[src/rtl/dae_issuer_if.sv]
// Bundle of every non-clock signal between the program issuer and its
// surroundings: program write port, run control, ALU operand/result wires,
// the valid/ready result stream and the status flags.
// The master side is the issuer itself; the slave side is the board or bench.
interface dae_issuer_if #(
   parameter int DATA_W = 4,
   parameter int OP_W   = 3,
   parameter int IDX_W  = 3,
   parameter int LEN_W  = 4
);

   logic              wr_en;
   logic [IDX_W-1:0]  wr_addr;
   logic [OP_W-1:0]   wr_sel;
   logic [DATA_W-1:0] wr_rs;
   logic [DATA_W-1:0] wr_rt;

   logic              start;
   logic [LEN_W-1:0]  len;

   logic [DATA_W-1:0] rs_out;
   logic [DATA_W-1:0] rt_out;
   logic [OP_W-1:0]   sel_out;
   logic [DATA_W-1:0] rd_in;

   logic              res_valid;
   logic              res_ready;
   logic [IDX_W-1:0]  res_idx;
   logic [DATA_W-1:0] res_data;

   logic              busy;
   logic              done;

   modport master (
      input  wr_en, wr_addr, wr_sel, wr_rs, wr_rt,
      input  start, len,
      output rs_out, rt_out, sel_out,
      input  rd_in,
      output res_valid,
      input  res_ready,
      output res_idx, res_data,
      output busy, done
   );

   modport slave (
      output wr_en, wr_addr, wr_sel, wr_rs, wr_rt,
      output start, len,
      input  rs_out, rt_out, sel_out,
      output rd_in,
      input  res_valid,
      output res_ready,
      input  res_idx, res_data,
      input  busy, done
   );

endinterface

[src/rtl/dae_issuer.sv]
// Program sequencer for the 4-bit decode-and-execute ALU.
// Stores up to PROG_DEPTH {sel, rs, rt} triples, plays them out one at a
// time on registered operand outputs, gives the combinational ALU one full
// cycle to settle, captures rd and hands it out on a valid/ready port.
module dae_issuer #(
   parameter int PROG_DEPTH = 8,
   parameter int DATA_W     = 4,
   parameter int OP_W       = 3
) (
   input  logic         clk,
   input  logic         rst_n,
   dae_issuer_if.master bus
);

   localparam int IDX_W = $clog2(PROG_DEPTH);
   localparam int LEN_W = 4;
   localparam logic [LEN_W-1:0] MAX_LEN = LEN_W'(PROG_DEPTH);

   typedef struct packed {
      logic [OP_W-1:0]   sel;
      logic [DATA_W-1:0] rs;
      logic [DATA_W-1:0] rt;
   } entry_t;

   typedef enum logic [1:0] {
      IDLE   = 2'd0,
      SETTLE = 2'd1,
      HOLD   = 2'd2
   } state_t;

   state_t            state_q;
   state_t            state_d;

   entry_t            mem [PROG_DEPTH];

   entry_t            op_q;
   logic [IDX_W-1:0]  pc_q;
   logic [IDX_W-1:0]  pc_inc;
   logic [LEN_W-1:0]  len_q;
   logic [LEN_W-1:0]  len_clamped;
   logic              last_entry;

   logic              res_valid_q;
   logic [IDX_W-1:0]  res_idx_q;
   logic [DATA_W-1:0] res_data_q;
   logic              busy_q;
   logic              done_q;

   logic              start_run;
   logic              zero_run;
   logic              capture;
   logic              advance;
   logic              finish;

   // Lengths beyond the program size run the whole program.
   assign len_clamped = (bus.len > MAX_LEN) ? MAX_LEN : bus.len;

   // pc never reaches the top entry and then advances, so the wrap of the
   // increment is harmless.
   assign pc_inc      = pc_q + 1'b1;
   assign last_entry  = (LEN_W'(pc_q) == (len_q - LEN_W'(1)));

   assign bus.rs_out    = op_q.rs;
   assign bus.rt_out    = op_q.rt;
   assign bus.sel_out   = op_q.sel;
   assign bus.res_valid = res_valid_q;
   assign bus.res_idx   = res_idx_q;
   assign bus.res_data  = res_data_q;
   assign bus.busy      = busy_q;
   assign bus.done      = done_q;

   // State register; reset abandons any run in progress.
   always_ff @(posedge clk) begin
      if (!rst_n) begin
         state_q <= IDLE;
      end else begin
         state_q <= state_d;
      end
   end

   // Next-state decode plus the one-cycle strobes that steer the datapath.
   always_comb begin
      state_d   = state_q;
      start_run = 1'b0;
      zero_run  = 1'b0;
      capture   = 1'b0;
      advance   = 1'b0;
      finish    = 1'b0;
      case (state_q)
         IDLE: begin
            if (bus.start) begin
               if (len_clamped == '0) begin
                  zero_run = 1'b1;
               end else begin
                  start_run = 1'b1;
                  state_d   = SETTLE;
               end
            end
         end
         SETTLE: begin
            capture = 1'b1;
            state_d = HOLD;
         end
         HOLD: begin
            if (res_valid_q && bus.res_ready) begin
               if (last_entry) begin
                  finish  = 1'b1;
                  state_d = IDLE;
               end else begin
                  advance = 1'b1;
                  state_d = SETTLE;
               end
            end
         end
         default: begin
            state_d = IDLE;
         end
      endcase
   end

   // Program store: cleared on reset, writable only while no run is active.
   always_ff @(posedge clk) begin
      if (!rst_n) begin
         for (int i = 0; i < PROG_DEPTH; i++) begin
            mem[i] <= '0;
         end
      end else if (bus.wr_en && !busy_q) begin
         mem[bus.wr_addr] <= '{sel: bus.wr_sel, rs: bus.wr_rs, rt: bus.wr_rt};
      end
   end

   // Run bookkeeping: program counter, latched length and the status flags.
   always_ff @(posedge clk) begin
      if (!rst_n) begin
         pc_q   <= '0;
         len_q  <= '0;
         busy_q <= 1'b0;
         done_q <= 1'b0;
      end else begin
         if (zero_run) begin
            done_q <= 1'b1;
         end
         if (start_run) begin
            pc_q   <= '0;
            len_q  <= len_clamped;
            busy_q <= 1'b1;
            done_q <= 1'b0;
         end
         if (advance) begin
            pc_q <= pc_inc;
         end
         if (finish) begin
            busy_q <= 1'b0;
            done_q <= 1'b1;
         end
      end
   end

   // Operand registers feeding the ALU; they keep the last entry after a run.
   always_ff @(posedge clk) begin
      if (!rst_n) begin
         op_q <= '0;
      end else if (start_run) begin
         op_q <= mem[0];
      end else if (advance) begin
         op_q <= mem[pc_inc];
      end
   end

   // Result capture after the settle cycle, released on the handshake.
   always_ff @(posedge clk) begin
      if (!rst_n) begin
         res_valid_q <= 1'b0;
         res_idx_q   <= '0;
         res_data_q  <= '0;
      end else if (capture) begin
         res_valid_q <= 1'b1;
         res_idx_q   <= pc_q;
         res_data_q  <= bus.rd_in;
      end else if (advance || finish) begin
         res_valid_q <= 1'b0;
      end
   end

endmodule

[src/flat_wrapper.sv]
// flat-port wrapper written by rule: the top's interface ports become plain ports
module dae_issuer_flat 
#(
   parameter int PROG_DEPTH = 8,
   parameter int DATA_W     = 4,
   parameter int OP_W       = 3
)
  (clk, rst_n, bus_wr_en, bus_wr_addr, bus_wr_sel, bus_wr_rs, bus_wr_rt, bus_start, bus_len, bus_rs_out, bus_rt_out, bus_sel_out, bus_rd_in, bus_res_valid, bus_res_ready, bus_res_idx, bus_res_data, bus_busy, bus_done);
  dae_issuer_if #(.DATA_W(DATA_W), .OP_W(OP_W)) bus_i ();
  input  logic clk;
  input  logic rst_n;
  input wire logic [$bits(bus_i.wr_en)-1:0] bus_wr_en;
  input wire logic [$bits(bus_i.wr_addr)-1:0] bus_wr_addr;
  input wire logic [$bits(bus_i.wr_sel)-1:0] bus_wr_sel;
  input wire logic [$bits(bus_i.wr_rs)-1:0] bus_wr_rs;
  input wire logic [$bits(bus_i.wr_rt)-1:0] bus_wr_rt;
  input wire logic [$bits(bus_i.start)-1:0] bus_start;
  input wire logic [$bits(bus_i.len)-1:0] bus_len;
  output wire logic [$bits(bus_i.rs_out)-1:0] bus_rs_out;
  output wire logic [$bits(bus_i.rt_out)-1:0] bus_rt_out;
  output wire logic [$bits(bus_i.sel_out)-1:0] bus_sel_out;
  input wire logic [$bits(bus_i.rd_in)-1:0] bus_rd_in;
  output wire logic [$bits(bus_i.res_valid)-1:0] bus_res_valid;
  input wire logic [$bits(bus_i.res_ready)-1:0] bus_res_ready;
  output wire logic [$bits(bus_i.res_idx)-1:0] bus_res_idx;
  output wire logic [$bits(bus_i.res_data)-1:0] bus_res_data;
  output wire logic [$bits(bus_i.busy)-1:0] bus_busy;
  output wire logic [$bits(bus_i.done)-1:0] bus_done;
  assign bus_i.wr_en = bus_wr_en;
  assign bus_i.wr_addr = bus_wr_addr;
  assign bus_i.wr_sel = bus_wr_sel;
  assign bus_i.wr_rs = bus_wr_rs;
  assign bus_i.wr_rt = bus_wr_rt;
  assign bus_i.start = bus_start;
  assign bus_i.len = bus_len;
  assign bus_rs_out = bus_i.rs_out;
  assign bus_rt_out = bus_i.rt_out;
  assign bus_sel_out = bus_i.sel_out;
  assign bus_i.rd_in = bus_rd_in;
  assign bus_res_valid = bus_i.res_valid;
  assign bus_i.res_ready = bus_res_ready;
  assign bus_res_idx = bus_i.res_idx;
  assign bus_res_data = bus_i.res_data;
  assign bus_busy = bus_i.busy;
  assign bus_done = bus_i.done;
  dae_issuer #(.PROG_DEPTH(PROG_DEPTH), .DATA_W(DATA_W), .OP_W(OP_W)) u_core (.clk(clk), .rst_n(rst_n), .bus(bus_i));
endmodule
[config.mk]
export PLATFORM = sky130hd
export DESIGN_NAME = dae_issuer_flat
export DESIGN_NICKNAME = d
export VERILOG_FILES = /design/src/rtl/dae_issuer_if.sv /design/src/rtl/dae_issuer.sv /design/src/flat_wrapper.sv
export SDC_FILE = /design/constraint.sdc
export NUM_CORES = 1
export LEC_CHECK = 0
export CORE_ASPECT_RATIO = 0.5
export CORE_MARGIN = 2
export CORE_UTILIZATION = 62
export CTS_BUF_LIST = sky130_fd_sc_hd__clkbuf_4 sky130_fd_sc_hd__clkbuf_8 sky130_fd_sc_hd__clkbuf_16
export CTS_CLUSTER_SIZE = 20
export DETAILED_ROUTE_END_ITERATION = 10
export GPL_TIMING_DRIVEN = 0
export PLACE_DENSITY = 0.85
export SKIP_CTS_REPAIR_TIMING = 1
export SLEW_MARGIN = 30
export SYNTH_ARGS = -nofsm -noshare
export SYNTH_HDL_FRONTEND = slang
export SYNTH_SLANG_ARGS = --single-unit
[constraint.sdc]
create_clock -name clk -period 5.8 [get_ports clk]
set_input_delay 1.16 -clock clk [delete_from_list [all_inputs] [get_ports clk]]
set_output_delay 1.16 -clock clk [all_outputs]
set_load 0.005 [all_outputs]
; ---- Yosys cells after proc, flatten, opt, wreduce, memory -nomap -nowiden
; Memory sizes are Yosys's and may differ from the RTL's.
; Index checks and enable logic that the tools add are counted.
[totals]
register_bits = 30
n_memories = 1
word_cells = 69
ram_bits = 88
[op_classes]
n_eq_ne = 6
addsub = 2
bitwise = 1
n_reduce_logical = 12
magnitude_cmp = 1
mux = 35
[memory_table]
columns = name, depth, width, read_ports, rd_ports_with_merged_regs, wr, line_no
row1 = u_core.mem, 8, 11, 2, 0, 8, dae_issuer.sv:34  ; entry_t mem [PROG_DEPTH];
[op_table]
columns = op, n
row1 = 2-to-1 mux 11 bit, 3
row2 = 2-to-1 mux 1 bit, 24
row3 = OR reduction 11 bit, 1
row4 = 2-to-1 mux 3 bit, 3
row5 = 2-to-1 mux 2 bit, 3
row6 = case mux 2 bit (3 select lines), 1
row7 = equality test 3 x 4 -> 1 bit, 1
row8 = greater-than comparator 4 bit (second input constant), 1
row9 = logical NOT 4 bit, 1
row10 = 2-to-1 mux 4 bit, 1
row11 = inequality test 2 bit (second input constant), 2
row12 = nonzero test 2 bit, 2
row13 = subtractor 4 x 1 -> 4 bit (second input constant), 1
row14 = adder 3 x 1 -> 3 bit (second input constant), 1
row15 = AND reduction 3 bit, 1
row16 = nonzero test 3 bit, 1
row17 = equality test 2 x 1 -> 1 bit (second input constant), 1
row18 = equality test 2 bit (second input constant), 1
row19 = logical AND 1 bit, 2
row20 = logical NOT 2 bit, 1
row21 = inequality test 2 x 1 -> 1 bit (second input constant), 1
row22 = OR reduction 2 bit, 1
row23 = logical NOT 1 bit, 1
row24 = logical OR 1 bit, 1
row25 = NOT 1 bit, 1

; ---- Depth between registers and ports, before layout
[logic_depth]
ltp_word = 9
depth_mapped = 8
mapped_depth_nobuf = 7

; ---- Worst setup path after synthesis
; Ideal clock, no wire load.
[synth_timing]
path_type = input to register
from = input port rst_n
to = memory u_core.mem[2][0] (netlist name) (enable)
path_slack_ns = 2.740
cell_stages = 5
t_arrival_ns = 2.666
t_required_ns = 5.406
cell_sequence = buf_2 nand2_1 or3_1 clkbuf_1 o21ai_0
[synth_lines]
columns = item, line_no
row1 = start: declaration, flat_wrapper.sv:11  ; input logic rst_n;
row2 = end: declaration, dae_issuer.sv:34

==> run_results.csv <==
group,metric,value,unit
run_status,status,"finished, final reports clean",
drt,wl,13100,um
grt,grt_use_total,29.9,%
clocking,cts_max_path_buffers,2,
power,powerDensity,332,nW/um^2
clocking,cts_tree,"built",
flow_run,max_cap_viol_count,0,
drt,first_iter_violations,423,
layout,diodes,0,
place,gp_congestion,0.835,
layout,final_core_util,80.4,%
power,peakVddDrop,0.229,mV
logic_synthesis,syn_avg_cell_area,13.4,sq um
power,switching_share,21.5,%
clocking,ctsRootBufferMaster,"clkbuf_16",
power,pwr-share-clk,49.5,%
grt,grt_pass1_wl,20400,um
critical_path,path_class,"input port to flip-flop",
sta,fin_worst_skew,0.00648,ns
layout,layout_commonest_cell,"and2_1",
layout,area_delta_synth_final,23.1,%
critical_path,arrival,3.17,ns
clocking,cts_max_level,4,
critical_path,required,5.84,ns
worst_hold_path,min-delay-path-class,"flip-flop to flip-flop",
layout,mostFrequentLayoutCells,"and2_1, edfxtp_1, clkdlybuf4s50_1, dfxtp_1",
logic_synthesis,synth_area_leaders,"edfxtp_1, dfxtp_1, and2_1, mux4_2, mux2i_1",
layout,fin_cells,591,
worst_hold_path,hold-path-cell-count,2,
place,dp_hpwl,8570,um
sta,finalSetupViolations,0,
clocking,path_clk_slew,0.05,ns
floorplanning,core,8200,sq um
sta,timing.fmax,319,MHz
floorplanning,fp.dieArea,9440,sq um
floorplanning,die_w,135,um
power,p_sw,0.470,mW
power,p_seq_share,44.0,%
power,intPower,1.72,mW
drt,via_count,3665,
drt,via_per_inst,6.20,
clocking,clk_latency,0.41,ns
clocking,cts_inserted_buffers,17,
critical_path,reg2reg_depth,5,
drt,drtAntennaViolNets,0,
place,dp.cells,559,
logic_synthesis,synth_largest_area_cell,"edfxtp_1",
logic_synthesis,synth.distinct_cells,37,
drt,drt_pass1_iterations,6,
floorplanning,start_util,65.3,%
critical_path,start_kind,"input port",
power,power.leakage,2.32,nW
critical_path,setup.worst_path.end_class,"flip-flop",
sta,hold_ws,0.486,ns
sta,min_period,3.13,ns
logic_synthesis,syn-instance-count,400,
sta,finalCritPeriodShare,54.0,%
logic_synthesis,netlist.area_leader.share,49.3,%
sta,tightest_slew,0.728,ns
floorplanning,io_pins,48,
logic_synthesis,ys_async_sr_fraction,0,%
drt,drc,0,
sta,finalHoldViolCount,0,
logic_synthesis,seq_area_frac_synth,60.6,%
logic_synthesis,synth-main-ff-cell,"edfxtp_1",
logic_synthesis,synth_fp_nets,429,
layout,layout.nets,495,
sta,slew_viol_final,0,
sta,relSlewSlack,51.5,%
grt,grt_pass1_vias,3685,
place,portBuffers,46,
logic_synthesis,synth_edf_count,88,
clocking,clock-sinks,118,
logic_synthesis,ys_ff_latch,118,
logic_synthesis,syn_area,5360,sq um
grt,grt_overflow,0,
grt,grt_max_degree,17,
floorplanning,rows,23,
sta,rsz0062_at_grt,"false",
floorplanning,die_y,69.7,um
logic_synthesis,ys_warn_count,0,
drt,avgRoutedWirePerCell,22.2,um
layout,layout-drive-gt1-share,15.0,%
power,combPwrFrac,6.5,%
critical_path,critPathMaxFanout,11,
sta,fin_setup_tns,0,ns
grt,antenna_found_initial,0,
-- synthesized netlist by cell type (3+ instances only) --
master    count
nor3_1        3
nand4_1      11
nand3_1      11
buf_2         4
o21ai_0       9
a22oi_1       4
and2_1       89
mux2i_1      11
edfxtp_1     88
nor2b_1       7
dfxtp_1      30
mux4_2       22
o311ai_1      3
xnor2_1       3
clkbuf_1     20
a21boi_0      8
nor2_1       12
nand2_1      22
inv_1         3
o311ai_0      8
a21oi_1       3
nand2b_1      6
-- cells by family (layout without fill, tap and decap cells) --
| group | count (synthesis) | in the layout | synth area share, % |
|---|---|---|---|
| buffers and inverters | 31 | 110 | 2.69 |
| adders and majority gates | 2 | 2 | 0.467 |
| xor gates and xnor gates | 6 | 6 | 1.12 |
| and+or+nand+nor | 169 | 169 | 17.9 |
| DFF | 118 | 118 | 60.6 |
| AOI/OAI and AO/OA | 41 | 41 | 5.93 |
| muxes | 33 | 33 | 11.3 |
-- worst max-delay path, cell delays in order --
cell	delay, ns
clkdlybuf4s50_1	0.46
nand2_1	0.13
or3_1	0.33
clkbuf_1	0.20
nor3_1	0.36
nand2b_1	0.53
-- registers in the layout (all words and copies together), names as in the netlist --
name and cells:
u_core.bus.res_data 4, u_core.bus.sel_out 3, u_core.bus.res_valid 1, u_core.len_q 4, u_core.bus.done 1, u_core.bus.rs_out 4, u_core.bus.res_idx 3, u_core.bus.busy 1
u_core.mem 88, u_core.pc_q 3, u_core.state_q 2, u_core.bus.rt_out 4
-- routing by layer --
metal  up-vias  GRT usage, %  wire [um]
li1       1622             -          -
met1      1798          39.9       5170
met2       225          48.1       6360
met3        20          7.46       1460
met4         0          11.3        151
met5         -             0          0
-- layout make-up --
| class | count | area, sq um |
|---|---|---|
| buffer | 28 | 133 |
| sequential | 118 | 3240 |
| clock buffer | 17 | 425 |
| multi-input combinational | 251 | 1990 |
| timing repair buffer | 47 | 465 |
| tap | 112 | 140 |
| fill | 435 | 1610 |
| clock inverter | 15 | 186 |
| inverter | 3 | 11.3 |
-- power groups by stage --
stage / Clock (mW) / Sequential [mW] / Combinational [mW]
5_1_grt: 1.13 / 0.966 / 0.152
4_1_cts: 1.08 / 0.963 / 0.140
2_1_floorplan: 0 / 0.973 / 0.0697
6_report: 1.08 / 0.963 / 0.142
3_3_place_gp: 0 / 0.976 / 0.129
3_5_place_dp: 0 / 0.979 / 0.137
-- final timing paths --
kind / start / end / slack, ns
min reg2reg: u_core.bus.res_data[3]$_SDFFE_PN0P_ / u_core.bus.res_data[3]$_SDFFE_PN0P_ / 0.49
max reg2reg: u_core.pc_q[1]$_SDFFE_PN0P_ / u_core.bus.rs_out[3]$_SDFFE_PN0P_ / 3.44
min: u_core.bus.res_data[3]$_SDFFE_PN0P_ / u_core.bus.res_data[3]$_SDFFE_PN0P_ / 0.49
max: bus_wr_en / u_core.mem[0][9]$_SDFFCE_PN0P_ / 2.67
-- per-stage QoR --
step	setup slack, ns	power (mW)	instance area, sq um
after floorplan	2.74	1.04	5360
after global placement	1.82	1.11	5960
after detailed placement	2.32	1.12	5980
after CTS	2.73	2.19	6590
after global routing	2.59	2.25	6590
final	2.67	2.19	6590
Note: power is estimated with default switching activity, not from simulation.
